## config.mk

```make
export PLATFORM = sky130hd
export DESIGN_NAME = keypad_operand_entry
export DESIGN_NICKNAME = d
export VERILOG_FILES = /design/src/rtl/keypad_operand_entry.sv
export SDC_FILE = /design/constraint.sdc
export NUM_CORES = 1
export LEC_CHECK = 0
export BUFFER_PORTS_ARGS = -buffer_cell sky130_fd_sc_hd__buf_2
export CORE_UTILIZATION = 63
export DETAILED_ROUTE_END_ITERATION = 8
export PLACE_DENSITY = 0.93
export SLEW_MARGIN = 30
export SYNTH_ARGS = -nofsm -noshare
export SYNTH_HDL_FRONTEND = slang
export SYNTH_SLANG_ARGS = --single-unit
```

## constraint.sdc

```tcl
create_clock -name clk -period 7.69 [get_ports clk]
set_clock_uncertainty 0.2 [all_clocks]
set_input_delay 0.3845 -clock clk [delete_from_list [all_inputs] [get_ports clk]]
set_output_delay 0.3845 -clock clk [all_outputs]
set_load 0.01 [all_outputs]
```

## src/rtl/keypad_operand_entry.sv

```systemverilog
// Keypad operand entry: scans a 4x4 active-low matrix keypad, debounces a
// single key at a time, decodes it and builds a decimal operand (max three
// digits, max 255) that is committed with '#' and cleared with '*'.
//
// state    | meaning
// ---------+------------------------------------------------------------
// SCAN     | rotating the row drive, looking for any low column
// DEBOUNCE | row held, counting ticks the latched column stays low
// PRESSED  | key accepted and acted on, waiting for the column to rise
// RELEASE  | row held, counting ticks the latched column stays high
module keypad_operand_entry #(
   parameter int SCAN_DIV       = 100000,
   parameter int DEBOUNCE_TICKS = 4
) (
   input  logic       clk,
   input  logic       reset,
   output logic [3:0] key_row,
   input  logic [3:0] key_col,
   output logic       key_valid,
   output logic [3:0] key_code,
   output logic [7:0] entry,
   output logic [1:0] digit_count,
   output logic [7:0] operand,
   output logic       operand_valid,
   output logic       entry_err
);

   localparam int DIV_W = (SCAN_DIV > 2) ? $clog2(SCAN_DIV) : 1;
   localparam int CNT_W = $clog2(DEBOUNCE_TICKS + 1);
   localparam logic [DIV_W-1:0] DIV_LAST = DIV_W'(SCAN_DIV - 1);
   localparam logic [CNT_W-1:0] CNT_LAST = CNT_W'(DEBOUNCE_TICKS - 1);

   localparam logic [3:0] CODE_STAR = 4'd14;
   localparam logic [3:0] CODE_HASH = 4'd15;

   typedef enum logic [1:0] {
      ST_SCAN     = 2'd0,
      ST_DEBOUNCE = 2'd1,
      ST_PRESSED  = 2'd2,
      ST_RELEASE  = 2'd3
   } state_t;

   state_t           state_q, state_d;
   logic [DIV_W-1:0] div_q, div_d;
   logic [1:0]       row_q, row_d;
   logic [1:0]       col_q, col_d;
   logic [CNT_W-1:0] cnt_q, cnt_d;

   logic       key_valid_q, key_valid_d;
   logic [3:0] key_code_q, key_code_d;
   logic [7:0] entry_q, entry_d;
   logic [1:0] digit_count_q, digit_count_d;
   logic [7:0] operand_q, operand_d;
   logic       operand_valid_q, operand_valid_d;
   logic       entry_err_q, entry_err_d;

   logic        tick;
   logic        any_low;
   logic        col_low;
   logic        enter_pressed;
   logic [3:0]  code_new;
   logic [11:0] nxt_wide;

   // Lowest-index column that is pulled low; only meaningful when one is.
   function automatic logic [1:0] lowest_low(input logic [3:0] col);
      logic [1:0] idx;
      idx = 2'd3;
      if (!col[2]) idx = 2'd2;
      if (!col[1]) idx = 2'd1;
      if (!col[0]) idx = 2'd0;
      return idx;
   endfunction

   // Physical position to key code; '*' and '#' sit either side of '0'.
   function automatic logic [3:0] decode_key(input logic [1:0] row,
                                             input logic [1:0] col);
      logic [3:0] code;
      case ({row, col})
         4'b00_00: code = 4'd1;
         4'b00_01: code = 4'd2;
         4'b00_10: code = 4'd3;
         4'b00_11: code = 4'd10;
         4'b01_00: code = 4'd4;
         4'b01_01: code = 4'd5;
         4'b01_10: code = 4'd6;
         4'b01_11: code = 4'd11;
         4'b10_00: code = 4'd7;
         4'b10_01: code = 4'd8;
         4'b10_10: code = 4'd9;
         4'b10_11: code = 4'd12;
         4'b11_00: code = CODE_STAR;
         4'b11_01: code = 4'd0;
         4'b11_10: code = CODE_HASH;
         default:  code = 4'd13;
      endcase
      return code;
   endfunction

   assign tick     = (div_q == DIV_LAST);
   assign any_low  = (key_col != 4'b1111);
   assign col_low  = ~key_col[col_q];
   assign code_new = decode_key(row_q, col_q);
   // Wide enough that 255*10+9 cannot wrap before the range check.
   assign nxt_wide = 12'(entry_q) * 12'd10 + 12'(code_new);

   assign key_row       = ~(4'b0001 << row_q);
   assign key_valid     = key_valid_q;
   assign key_code      = key_code_q;
   assign entry         = entry_q;
   assign digit_count   = digit_count_q;
   assign operand       = operand_q;
   assign operand_valid = operand_valid_q;
   assign entry_err     = entry_err_q;

   // Scan-tick divider: free-running 0..SCAN_DIV-1.
   always_comb begin
      div_d = div_q + 1'b1;
      if (tick) div_d = '0;
   end

   // Scan/debounce sequencing; state only moves on scan ticks.
   always_comb begin
      state_d       = state_q;
      row_d         = row_q;
      col_d         = col_q;
      cnt_d         = cnt_q;
      enter_pressed = 1'b0;
      case (state_q)
         ST_SCAN: begin
            if (tick) begin
               if (any_low) begin
                  col_d   = lowest_low(key_col);
                  cnt_d   = '0;
                  state_d = ST_DEBOUNCE;
               end else begin
                  row_d = row_q + 1'b1;
               end
            end
         end
         ST_DEBOUNCE: begin
            if (tick) begin
               if (col_low) begin
                  cnt_d = cnt_q + 1'b1;
                  if (cnt_q == CNT_LAST) begin
                     state_d       = ST_PRESSED;
                     enter_pressed = 1'b1;
                  end
               end else begin
                  state_d = ST_SCAN;
                  row_d   = row_q + 1'b1;
               end
            end
         end
         ST_PRESSED: begin
            if (tick && !col_low) begin
               cnt_d   = '0;
               state_d = ST_RELEASE;
            end
         end
         ST_RELEASE: begin
            if (tick) begin
               if (!col_low) begin
                  cnt_d = cnt_q + 1'b1;
                  if (cnt_q == CNT_LAST) begin
                     state_d = ST_SCAN;
                     row_d   = row_q + 1'b1;
                  end
               end else begin
                  // Bounce back to low is the same press; no new key_valid.
                  state_d = ST_PRESSED;
               end
            end
         end
         default: state_d = ST_SCAN;
      endcase
   end

   // Key action, executed once on the edge that enters PRESSED.
   always_comb begin
      key_valid_d     = 1'b0;
      operand_valid_d = 1'b0;
      entry_err_d     = 1'b0;
      key_code_d      = key_code_q;
      entry_d         = entry_q;
      digit_count_d   = digit_count_q;
      operand_d       = operand_q;
      if (enter_pressed) begin
         key_valid_d = 1'b1;
         key_code_d  = code_new;
         if (code_new <= 4'd9) begin
            if (digit_count_q == 2'd3 || nxt_wide > 12'd255) begin
               entry_err_d = 1'b1;
            end else begin
               entry_d       = nxt_wide[7:0];
               digit_count_d = digit_count_q + 1'b1;
            end
         end else if (code_new == CODE_HASH) begin
            if (digit_count_q != 2'd0) begin
               operand_d       = entry_q;
               operand_valid_d = 1'b1;
               entry_d         = 8'd0;
               digit_count_d   = 2'd0;
            end
         end else if (code_new == CODE_STAR) begin
            entry_d       = 8'd0;
            digit_count_d = 2'd0;
         end
      end
   end

   // State and output registers with synchronous reset.
   always_ff @(posedge clk) begin
      if (reset) begin
         state_q         <= ST_SCAN;
         div_q           <= '0;
         row_q           <= 2'd0;
         col_q           <= 2'd0;
         cnt_q           <= '0;
         key_valid_q     <= 1'b0;
         key_code_q      <= 4'd0;
         entry_q         <= 8'd0;
         digit_count_q   <= 2'd0;
         operand_q       <= 8'd0;
         operand_valid_q <= 1'b0;
         entry_err_q     <= 1'b0;
      end else begin
         state_q         <= state_d;
         div_q           <= div_d;
         row_q           <= row_d;
         col_q           <= col_d;
         cnt_q           <= cnt_d;
         key_valid_q     <= key_valid_d;
         key_code_q      <= key_code_d;
         entry_q         <= entry_d;
         digit_count_q   <= digit_count_d;
         operand_q       <= operand_d;
         operand_valid_q <= operand_valid_d;
         entry_err_q     <= entry_err_d;
      end
   end

endmodule

```

# Word level (Yosys, flattened, before mapping)
# Memories as Yosys holds them, arrays and structs flattened.
# Cells that the tools add are included.
# W data, S select, Z words.
# totals
ramBits,0
register_bits,51
memories,1
output_inout_bits,29
latchBits,0
mem_bits_ro,64
input_bits,6
wordCells,113
# classes
eq_ne,23
multipliers,1
bitwise,4
n_addsub,5
n_shift,1
n_mux,48
n_div,0
n_lt_le_gt_ge,3
n_reduce_logical,15
# memory_table
name,depth,word_bits,rd,rd_clocked_by_memory_dff,write_ports,line,source
(no name shown),16,4,1,0,0,78,"case ({row, col})"
# ops
operator,count
$mux W2,23
$mux W8,5
$ne A2 B2 Y1 const B,11
$mux W3,7
$add A17 B1 Y17 const B,1
$eq A17 B17 Y1 const B,1
$reduce_and A7 Y1,2
$add A12 B4 Y12,1
$gt A12 B8 Y1 const B,1
$pmux W3 S4,1
$mul A8 B3 Y11 const B,1
$mux W1,9
$eq A4 B4 Y1 const B,2
$pmux W2 S4,1
$reduce_and A4 Y1,2
$reduce_and A8 Y1,1
$eq A2 B2 Y1 const B,3
$ne A3 B3 Y1 const B,2
$pmux W2 S3,1
$reduce_bool A3 Y1,2
$add A2 B1 Y2 const B,2
$le A4 B4 Y1 const B,1
$ne A4 B4 Y1 const B,1
$not A4 Y4,1
other kinds (16),18

# Logic depth before layout (Yosys ltp)
# Gate-level depths: netlist of the first run.
# logic_depth
ltp_word,7
mapped_depth,14
mapped_depth_nobuf,13

# Worst setup path after synthesis of the first run
# Ideal clock, no wire load.
# synth_path
kind,register -> register
from,register col_q[0]
to,"register digit_count_q[0], in the netlist digit_count[0]"
path_stages_with_launch,14
setup_slack_ns,4.552
arrival_time_ns,2.803
setup_ns,0.135
n_path_buf,1
synth_period_minus_slack_ns,3.138
t_required_ns,7.355
cell_sequence,dfxtp_1 -> inv_1 -> ha_1 -> nand2b_1 -> a31oi_1 -> inv_1 -> ha_1 -> a21o_1 -> a21oi_1 -> nor3_1 -> a21oi_1 -> o2111a_1 -> buf_4 -> o22ai_1
# synth_between
elab_chain_cells,6
elab_cells_between_ends,18
classes_between,1 x add/sub; 2 x order compare; 4 x eq/ne; 7 x mux; 3 x reduce/logical; 1 x memory
# synth_lines
element,line,source
"start, declared",46,"logic [1:0] col_q, col_d;"
"start signal, assigned",230,col_q <= col_d;
$mem_v2 Z16 W4 (*),-,
net code_new[2],61,logic [3:0] code_new;
$add A12 B4 Y12,104,assign nxt_wide = 12'(entry_q) * 12'd10 + 12'(code_new);
$gt A12 B8 Y1,191,if (digit_count_q == 2'd3 || nxt_wide > 12'd255) begin
$logic_or A1 B1 Y1,191,
$ne A2 B2 Y1 (no source line),-,
$reduce_and A4 Y1 (no source line),-,
"end signal, assigned",235,digit_count_q <= digit_count_d;
"end, declared",52,"logic [1:0] digit_count_q, digit_count_d;"
# Mark *: on every way through the listed nets, which the timed path passes. The rest lies on a longest branch. The select of a mux whose other input is x is not followed.
# A chain may end at the register's enable or synchronous reset.

# Worst setup path after layout of the first run
# layout_path
from,register col_q[0]
to,"register entry_q[3], in the netlist entry[3]"
# layout_between
elab_chain_cells,6
elab_cells_between_ends,19
classes_between,1 x add/sub; 2 x order compare; 4 x eq/ne; 8 x mux; 3 x reduce/logical; 1 x memory
# layout_lines
element,line,source
$mem_v2 Z16 W4 (*),-,
net code_new[2],61,
$add A12 B4 Y12,104,
$gt A12 B8 Y1,191,
$logic_or A1 B1 Y1,191,
$ne A2 B2 Y1 (no source line),-,
$reduce_and A4 Y1 (no source line),-,
"end signal, assigned",234,entry_q <= entry_d;
"end, declared",51,"logic [7:0] entry_q, entry_d;"
# Marks and branches as above.

==> parameters.txt, run 1 <==
Parameter                              Value

Setup path
  Cell count of the worst reg-to-reg path    12
  Crit-path max FO    9
  Crit end category    register
  Startpoint kind of the worst setup timing path    register
  Worst EP arrival    3.62 ns
  Kind of critical path    register to register
  Required time of the critical path    7.68 ns

STA
  Aggregate negative setup slack    0 ns
  Setup repair after global routing missed its margin    false
  Final period util    47.28%
  Highest achievable clock rate    275.1 MHz
  Relative slew slack    56.27%
  Minimum clock period after layout    3.636 ns
  Slew @ Worst Pin    0.6532 ns
  Final number of setup-violating endpoints    0
  Total count of max-transition violations in the final report    0
  Smallest setup slack after layout    4.054 ns
  Final hold violation count    0

Die
  Row cnt    24
  Chip height    70.06 um
  Initial core utilization    66.10%
  Core outline area    4414 um^2
  Total Die Area    4908 um^2
  Horizontal extent of the die    70.06 um
  Number of top-level pins    35

Clock network
  TritonCTS clock tree    built
  Maximum root-to-sink buffer count    2
  Deepest level of the CTS H-tree    2
  Post-cts hold buffer count    0
  Clk_lat worst skew    0.31 ns
  Root buffer cell    clkbuf_8
  Clock buffers created by TritonCTS    5
  Number of gates resized after cts    0
  Sink Count    51
  Clock transition at the registers of the reported paths    0.10 ns
  Post-CTS setup-driven buffer insertion count    0

Synthesis
  Post-synthesis compound-gate area fraction    11.15%
  EDFF count, synth    0
  Share of the yosys chip area belonging to registers    34.99%
  Netlist area before placement    2918 um^2
  Mean cell area of the mapped netlist    9.006 um^2
  Synthesized-area fraction occupied by and/or/nand/nor cells    21.74%
  Mux share of post-synthesis cell area    5.660%
  Synthesis-stage register bit count    51
  Fraction of synthesis flops using an asynchronous set or reset pin    0%
  Number of cells produced by synthesis    324
  Warnings, synthesis    0
  Ys flop type    dfxtp_1
  Syn nets    361
  Adder-Cell Fraction of Synth Area    13.81%
  Number of different library cells in the post-synthesis netlist    50
  Dominant combinational cell family by area after synthesis    simple AND/OR/NAND/NOR gates
  XOR/XNOR Fraction of Synth Area    6.904%

Power
  Fraction of power consumed by combinational cells    2.5%
  Total power divided by cell area    138.0 nW/um^2
  Cell-internal power    0.3357 mW
  Switching share of total power    23.73%
  Worst vdd ir    0.09709 mV
  Static Leak    1.457 nW
  Power share of the sequential group    60.5%
  Clock Power Share    37.0%
  Sum of internal, switching and leakage power    0.4402 mW
  Total net switching power    0.1045 mW

Place
  Post-Place Worst Slack    4.083 ns
  Detail Placement HPWL    4322 um
  Placer Congestion    0.8834
  Port buffer count    34
  Number of cells in the design after placement    399

Finish
  Number of antenna repair diodes    0
  Net count of the finished layout    391
  Cell Count, Final, Fillers Out    407
  Filler Cell Count    319
  Synthesis-to-layout area growth    9.305%
  Area used by multi-input combinational logic    1729 um^2
  Reg area    1021 um^2
  Fraction of layout cells with a size suffix above 1    15.77%

Global route
  Number of global-route vias before repair    2206
  Overflow after GRT    0
  Pin count of the biggest net entering global routing    29
  Global-route wire length before repair    9970 um
  Global-route usage over all layers    24.76%
  Initial antenna violation count    0

Outcome
  Status    finished, final reports clean

Routing
  Via Count    2303
  Average vias per placed instance    5.658
  DRC errors left    0
  Antenna-violating nets left    0
  Routed wirelength normalized by instance count    14.20 um
  Final wirelength    5780 um
  First-pass iteration count of the detailed router    4
  Initial DRC count    92

Worst hold path
  Worst hold path depth    3
  Hold WC Path Type    input port to register

Flow run
  Reported max-cap violation count    0
## cell type report
type	count	share of cell area (%)
Clock inverter	3	0.8239
Clock buffer	5	2.158
Timing Repair Buffer	34	5.335
Tap cell	52	2.040
Inverter	29	3.413
Multi-Input combinational cell	233	54.22
Sequential cell	51	32.01
## cell usage in the layout (no fill, tap or decap), drive strengths merged, types with 3 or more instances in the layout
cell     n
xor2    14
ha      29
a21oi   12
nand2   20
a31oi    4
dfxtp   51
or3      3
nand3   11
clkbuf   5
xnor2    9
buf     34
and3     5
nand2b  10
nor3     8
nand4    3
o22ai    9
a21o     3
inv     31
o21ai    7
mux2i   12
nor2    42
a211oi   4
## path summary, 6_finish.rpt
kind                              start                     to  slack [ns]
setup / recovery  col_q[0]$_SDFFE_PP0P_  entry[3]$_SDFFE_PP0P_        4.05
hold / removal               key_col[1]  col_q[1]$_SDFFE_PP0P_        0.16
setup reg to reg  col_q[0]$_SDFFE_PP0P_  entry[3]$_SDFFE_PP0P_        4.05
hold reg to reg   cnt_q[2]$_SDFFE_PP0P_  cnt_q[2]$_SDFFE_PP0P_        0.27
## kinds of logic after synthesis
group | after synthesis
compound gates | 47
xor+xnor | 23
fa+ha+maj | 31
buf+inv | 40
flops | 51
mux | 14
simple gates | 118
## power groups by stage
stage | combinational, mW | sequential (mW) | clock, mW
global placement | 0.0104 | 0.273 | 0
floorplan | 0.00776 | 0.272 | 0
CTS | 0.0108 | 0.266 | 0.164
global route | 0.0125 | 0.267 | 0.174
finish | 0.0109 | 0.266 | 0.163
detailed placement | 0.0107 | 0.273 | 0
## state kept, by name, indices dropped and copies added, names as in the netlist, named ones only
name,count
cnt_q,3
col_q,2
digit_count,2
div_q,17
entry,8
entry_err,1
key_code,4
key_valid,1
operand,8
operand_valid,1
row_q,2
state_q,1
## critical path: stages (launching register included)
cell and delay, ns:
dfxtp_1 0.52, inv_1 0.12, ha_1 0.29, nand2b_1 0.05, a31oi_1 0.42, inv_1 0.12, ha_1 0.29, a21o_1 0.18
a21oi_1 0.25, nor3_1 0.12, a21oi_1 0.34, o2111a_1 0.48, o22ai_1 0.14
## through the flow
step | util (%) | hold WS [ns] | area [um^2]
2_1_floorplan | - | 0.2258 | 2918
3_3_place_gp | 70.10 | 0.2394 | 3094
3_5_place_dp | 70.10 | 0.2613 | 3094
4_1_cts | 72.25 | 0.1491 | 3189
5_1_grt | 72.25 | 0.1597 | 3189
6_report | 72.25 | 0.1602 | 3189
## metal layers
layer	vias to the layer above	track usage (%)	wire, um
li1	1168	-	-
met1	1086	29.85	2603
met2	42	45.09	2961
met3	7	4.040	161
met4	0	6.889	53
met5	-	0	0
## Yosys cell counts (all sizes together), types with 3 or more instances
library cell	number	share of area, %
inv	29	3.7
or3	3	0.64
nand2	20	2.6
mux2i	12	4.1
a31oi	4	1.1
a21oi	12	2.1
nor2	42	5.4
and3	5	1.2
nand2b	10	2.1
clkbuf	6	0.77
xor2	14	4.2
nand4	3	0.64
o21ai	7	1.2
o22ai	9	2.1
nor3	8	1.4
ha	29	12
a21o	3	0.77
xnor2	9	2.7
buf	5	1.2
a211oi	4	1.0
nand3	11	1.9
dfxtp	51	35
No activity file was read; power rests on OpenSTA's default activity.
==> run 2: changes to the inputs <==
- CORE_UTILIZATION: 63 -> 58
- PLACE_DENSITY: 0.93 -> 0.88
- clock period: 7.69 -> 3.4 ns (I/O delays scaled with it)
==> parameters.txt, run 2 (same netlist as run 1, synthesis figures left out) <==
Parameter                              Value

Setup path
  Startpoint kind of the worst setup timing path    register (unchanged)
  Worst EP arrival    3.25 ns (was 3.62 ns)
  Kind of critical path    register to register (unchanged)
  Crit end category    register (unchanged)
  Crit-path max FO    9 (unchanged)
  Required time of the critical path    3.43 ns (was 7.68 ns)

STA
  Final period util    94.79% (was 47.28%)
  Highest achievable clock rate    310.3 MHz (was 275.1 MHz)
  Relative slew slack    60.35% (was 56.27%)
  Total count of max-transition violations in the final report    0 (unchanged)
  Minimum clock period after layout    3.223 ns (was 3.636 ns)
  Slew @ Worst Pin    0.5947 ns (was 0.6532 ns)
  Final hold violation count    0 (unchanged)
  Final number of setup-violating endpoints    0 (unchanged)
  Aggregate negative setup slack    0 ns (unchanged)
  Setup repair after global routing missed its margin    false (unchanged)

Routing
  Average vias per placed instance    5.492 (was 5.658)
  Final wirelength    5800 um (was 5780 um)
  DRC errors left    0 (unchanged)
  Initial DRC count    118 (was 92)
  Routed wirelength normalized by instance count    13.52 um (was 14.20 um)
  First-pass iteration count of the detailed router    4 (unchanged)
  Antenna-violating nets left    0 (unchanged)
  Via Count    2356 (was 2303)

Outcome
  Status    finished, final reports clean (unchanged)

Clock network
  Clock transition at the registers of the reported paths    0.09 ns (was 0.10 ns)
  Deepest level of the CTS H-tree    2 (unchanged)
  Clock buffers created by TritonCTS    5 (unchanged)
  Sink Count    51 (unchanged)
  Maximum root-to-sink buffer count    2 (unchanged)
  TritonCTS clock tree    built (unchanged)
  Clk_lat worst skew    0.30 ns (was 0.31 ns)
  Root buffer cell    clkbuf_8 (unchanged)
  Post-CTS setup-driven buffer insertion count    0 (unchanged)

Power
  Worst vdd ir    0.2580 mV (was 0.09709 mV)
  Static Leak    1.501 nW (was 1.457 nW)
  Total power divided by cell area    322.9 nW/um^2 (was 138.0 nW/um^2)

Finish
  Reg area    1026 um^2 (was 1021 um^2)
  Filler Cell Count    365 (was 319)
  Fraction of layout cells with a size suffix above 1    17.96% (was 15.77%)
  Flip-flop count of the largest register after layout    17 (unchanged)
  Number of antenna repair diodes    0 (unchanged)
  Net count of the finished layout    398 (was 391)
  Area used by multi-input combinational logic    1739 um^2 (was 1729 um^2)
  Most flops, register    div_q (unchanged)
  Top library cells by usage in the layout, fill and taps aside    dfxtp_1, nor2_1, buf_2, inv_1, ha_1 (unchanged)
  Leading cell type in the layout, fill and taps excluded    dfxtp_1 (unchanged)
  Cell Count, Final, Fillers Out    429 (was 407)
  Synthesis-to-layout area growth    13.29% (was 9.305%)

Die
  Chip height    72.93 um (was 70.06 um)
  Row cnt    25 (was 24)
  Core outline area    4786 um^2 (was 4414 um^2)
  Initial core utilization    60.97% (was 66.10%)
  Horizontal extent of the die    72.93 um (was 70.06 um)
  Total Die Area    5318 um^2 (was 4908 um^2)
  Number of top-level pins    35 (unchanged)

Place
  Number of cells in the design after placement    418 (was 399)
  Port buffer count    34 (unchanged)
  Detail Placement HPWL    4159 um (was 4322 um)
  Placer Congestion    0.8713 (was 0.8834)

Global route
  Pin count of the biggest net entering global routing    29 (unchanged)
  Global-route wire length before repair    9597 um (was 9970 um)
  Number of global-route vias before repair    2219 (was 2206)
  Initial antenna violation count    0 (unchanged)
  Overflow after GRT    0 (unchanged)
  Global-route usage over all layers    23.13% (was 24.76%)

Flow run
  Reported max-cap violation count    0 (unchanged)

Worst hold path
  Hold WC Path Type    input port to register (unchanged)
## run 2: cell types whose count changed in the layout (fill, tap and decap cells not counted), sizes merged
cell | before | now
buf | 34 | 38
bufinv | 0 | 1
clkbuf | 5 | 6
dlygate4sd3 | 0 | 3
inv | 31 | 29
## run 2: cell type report
class / count / area share (%)
Tap cell: 67 / 2.536
Timing Repair Buffer: 41 / 6.964
Inverter: 29 / 3.293
Sequential cell: 51 / 31.04
Clock buffer: 6 / 2.498
Clock inverter: 2 / 1.060
Multi-Input combinational cell: 233 / 52.61
## run 2: critical path, cell delays in order, from the launching register on
cell      delay, ns
dfxtp_2        0.40
inv_1          0.11
ha_1           0.21
mux4_2         0.52
inv_1          0.11
ha_1           0.17
inv_1          0.06
fa_1           0.40
inv_1          0.10
a21oi_1        0.08
and4_1         0.25
o2111a_2       0.35
o22ai_1        0.20
## run 2: layer usage
layer,global-route usage [%],wire length (um),part of all wire (%),vias up
met5,0,0,0,-
met4,10.46,148,2.6,0
met3,5.525,203,3.5,13
met2,39.04,2865,49,41
met1,27.93,2582,45,1114
li1,-,-,-,1188
## run 2: final timing paths
| path | from | to | slack (ns) | cells past startpoint |
|---|---|---|---|---|
| setup / recovery | col_q[1]$_SDFFE_PP0P_ | entry[3]$_SDFFE_PP0P_ | 0.18 | 12 |
| hold / removal | key_col[2] | col_q[0]$_SDFFE_PP0P_ | 0.09 | 4 |
| setup reg to reg | col_q[1]$_SDFFE_PP0P_ | entry[3]$_SDFFE_PP0P_ | 0.18 | 12 |
| hold reg to reg | div_q[0]$_SDFF_PP0_ | div_q[0]$_SDFF_PP0_ | 0.26 | 1 |
## run 2: timing repair
item / CTS / global route
setup endpoints to repair: 0 / 10
gates resized for setup: 0 / 6
endpoints found under the hold margin: 2 / 0
hold buffers: 3 / 0
## run 2: metrics by stage
step	power [mW]	setup slack [ns]	hold WS, ns	util [%]	area [um^2]
after global routing	1.096	0.01405	0.1010	69.07	3306
after global placement	0.6401	0.2019	0.2412	65.67	3143
final	1.067	0.1772	0.09324	69.07	3306
after floorplan	0.6335	0.2616	0.1175	-	2918
after detailed placement	0.6423	0.05994	0.2439	65.67	3143
after CTS	1.073	0.008620	0.08363	68.76	3291
## run 2: report_power, final
| group | switching (mW) | leakage [nW] | internal (mW) |
|---|---|---|---|
| clock network | 0.199 | 0.0612 | 0.238 |
| registers | 0.00265 | 0.413 | 0.599 |
| logic | 0.0187 | 1.03 | 0.00922 |
==> run 3: changes to the inputs <==
- CELL_PAD_IN_SITES_DETAIL_PLACEMENT: unset -> 2
- CELL_PAD_IN_SITES_GLOBAL_PLACEMENT: unset -> 2
- CORE_UTILIZATION: 58 -> 36
==> parameters.txt, run 3 (same netlist as run 1, synthesis figures left out) <==
Parameter                              Value

Outcome
  Status    finished, final reports clean (unchanged)

STA
  Final number of setup-violating endpoints    0 (unchanged)
  Aggregate negative setup slack    0 ns (unchanged)
  Minimum clock period after layout    3.271 ns (was 3.223 ns)
  Relative slew slack    59.07% (was 60.35%)
  Final period util    96.19% (was 94.79%)
  Final hold violation count    0 (unchanged)
  Highest achievable clock rate    305.8 MHz (was 310.3 MHz)
  Smallest setup slack after layout    0.1294 ns (was 0.1772 ns)
  Slew @ Worst Pin    0.6139 ns (was 0.5947 ns)
  Total count of max-transition violations in the final report    0 (unchanged)

Finish
  Flip-flop count of the largest register after layout    17 (unchanged)
  Synthesis-to-layout area growth    16.21% (was 13.29%)
  Number of antenna repair diodes    0 (unchanged)
  Reg area    1026 um^2 (unchanged)
  Top library cells by usage in the layout, fill and taps aside    dfxtp_1, nor2_1, buf_2, inv_1, ha_1 (unchanged)
  Leading cell type in the layout, fill and taps excluded    dfxtp_1 (unchanged)
  Filler Cell Count    876 (was 365)
  Area used by multi-input combinational logic    1750 um^2 (was 1739 um^2)
  Fraction of layout cells with a size suffix above 1    19.02% (was 17.96%)
  Cell area after layout    3391 um^2 (was 3306 um^2)
  Net count of the finished layout    404 (was 398)
  Most flops, register    div_q (unchanged)

Routing
  First-pass iteration count of the detailed router    4 (unchanged)
  DRC errors left    0 (unchanged)
  Via Count    2459 (was 2356)
  Antenna-violating nets left    0 (unchanged)
  Initial DRC count    35 (was 118)
  Final wirelength    8630 um (was 5800 um)
  Average vias per placed instance    5.232 (was 5.492)
  Routed wirelength normalized by instance count    18.36 um (was 13.52 um)

Clock network
  Sink Count    51 (unchanged)
  Deepest level of the CTS H-tree    2 (unchanged)
  TritonCTS clock tree    built (unchanged)
  Root buffer cell    clkbuf_8 (unchanged)
  Clk_lat worst skew    0.32 ns (was 0.30 ns)
  Clock transition at the registers of the reported paths    0.11 ns (was 0.09 ns)
  Maximum root-to-sink buffer count    2 (unchanged)
  Clock buffers created by TritonCTS    5 (unchanged)

Global route
  Initial antenna violation count    0 (unchanged)
  Overflow after GRT    0 (unchanged)
  Number of global-route vias before repair    2706 (was 2219)
  Global-route wire length before repair    13880 um (was 9597 um)
  Global-route usage over all layers    21.06% (was 23.13%)
  Pin count of the biggest net entering global routing    29 (unchanged)

Place
  Placer Congestion    0.8364 (was 0.8713)
  Detail Placement HPWL    6243 um (was 4159 um)
  Cell area reported after detailed placement    3217 um^2 (was 3143 um^2)
  Port buffer count    34 (unchanged)
  Post-Place Worst Slack    -0.09902 ns (was 0.05994 ns)

Die
  Row cnt    32 (was 25)
  Horizontal extent of the die    92.03 um (was 72.93 um)
  Initial core utilization    37.56% (was 60.97%)
  Core outline area    7767 um^2 (was 4786 um^2)
  Number of top-level pins    35 (unchanged)
  Total Die Area    8469 um^2 (was 5318 um^2)
  Chip height    92.03 um (was 72.93 um)

Setup path
  Kind of critical path    register to register (unchanged)
  Required time of the critical path    3.44 ns (was 3.43 ns)
  Startpoint kind of the worst setup timing path    register (unchanged)
  Worst EP arrival    3.31 ns (was 3.25 ns)
  Crit end category    register (unchanged)
  Crit-path max FO    6 (was 9)

Power
  Worst vdd ir    0.2233 mV (was 0.2580 mV)
  Cell-internal power    0.7618 mW (was 0.8465 mW)
  Static Leak    1.525 nW (was 1.501 nW)
  Total net switching power    0.2587 mW (was 0.2208 mW)
  Total power divided by cell area    301.0 nW/um^2 (was 322.9 nW/um^2)
  Sum of internal, switching and leakage power    1.021 mW (was 1.067 mW)
  Power share of the sequential group    59.0% (was 56.4%)
  Clock Power Share    38.2% (was 41.0%)
  Fraction of power consumed by combinational cells    2.8% (was 2.6%)
  Switching share of total power    25.35% (was 20.69%)

Flow run
  Reported max-cap violation count    0 (unchanged)

Worst hold path
  Hold WC Path Type    input port to register (unchanged)
==> run 3: layer usage <==
metal | track usage (%) | part of all wire [%] | vias up
li1 | - | - | 1197
met1 | 23.82 | 42 | 1218
met2 | 40.17 | 54 | 28
met3 | 2.653 | 1.4 | 16
met4 | 7.161 | 2.3 | 0
met5 | 0 | 0 | -
==> run 3: path summary, 6_finish.rpt <==
check                     endpoint             startpoint  cells after the start  slack [ns]
max          entry[1]$_SDFFE_PP0P_  col_q[1]$_SDFFE_PP0P_                     12        0.13
min          col_q[0]$_SDFFE_PP0P_             key_col[2]                      4         0.1
max reg2reg  entry[1]$_SDFFE_PP0P_  col_q[1]$_SDFFE_PP0P_                     12        0.13
min reg2reg  cnt_q[1]$_SDFFE_PP0P_  cnt_q[1]$_SDFFE_PP0P_                      2        0.29
==> run 3: through the flow <==
step	std cells	hold slack, ns	util, %
global placement	457	0.2380	41.41
CTS	468	0.09106	43.12
finish	470	0.09890	43.65
floorplan	324	0.1175	-
global route	470	0.1102	43.65
detailed placement	457	0.2671	41.41
==> run 3: critical path, cell delays in order (launching register included) <==
cell and delay [ns]:
dfxtp_2 0.40, inv_1 0.12, ha_1 0.21, mux4_2 0.52
inv_1 0.12, ha_1 0.18, inv_1 0.06, fa_1 0.39
inv_1 0.09, a21oi_1 0.08, and4_1 0.28, o2111a_1 0.35
o22ai_1 0.19
==> run 3: power by group through the flow <==
stage          combinational, mW  clock, mW  sequential, mW
3_3_place_gp              0.0246          0           0.617
6_report                  0.0281      0.390           0.602
2_1_floorplan             0.0176          0           0.616
4_1_cts                   0.0284      0.406           0.603
5_1_grt                   0.0310      0.429           0.603
3_5_place_dp              0.0261          0           0.617
==> run 3: final cells by class <==
type                       instances  share of cell area (%)
tap                              102                   3.764
multi-input combinational        234                   51.62
sequential                        51                   30.26
clock inverter                     3                  0.8487
inverter                          29                   3.210
clock buffer                       5                   2.030
timing repair buffer              46                   8.266
==> run 3: repair_timing <==
item / CTS / global route
pin swaps: 0 / 1
resized for setup: 2 / 4
hold buffers: 3 / 0
cloned: 0 / 1
endpoints found under the hold margin: 2 / 0
endpoints found under the setup margin: 9 / 11
setup buffers: 0 / 1
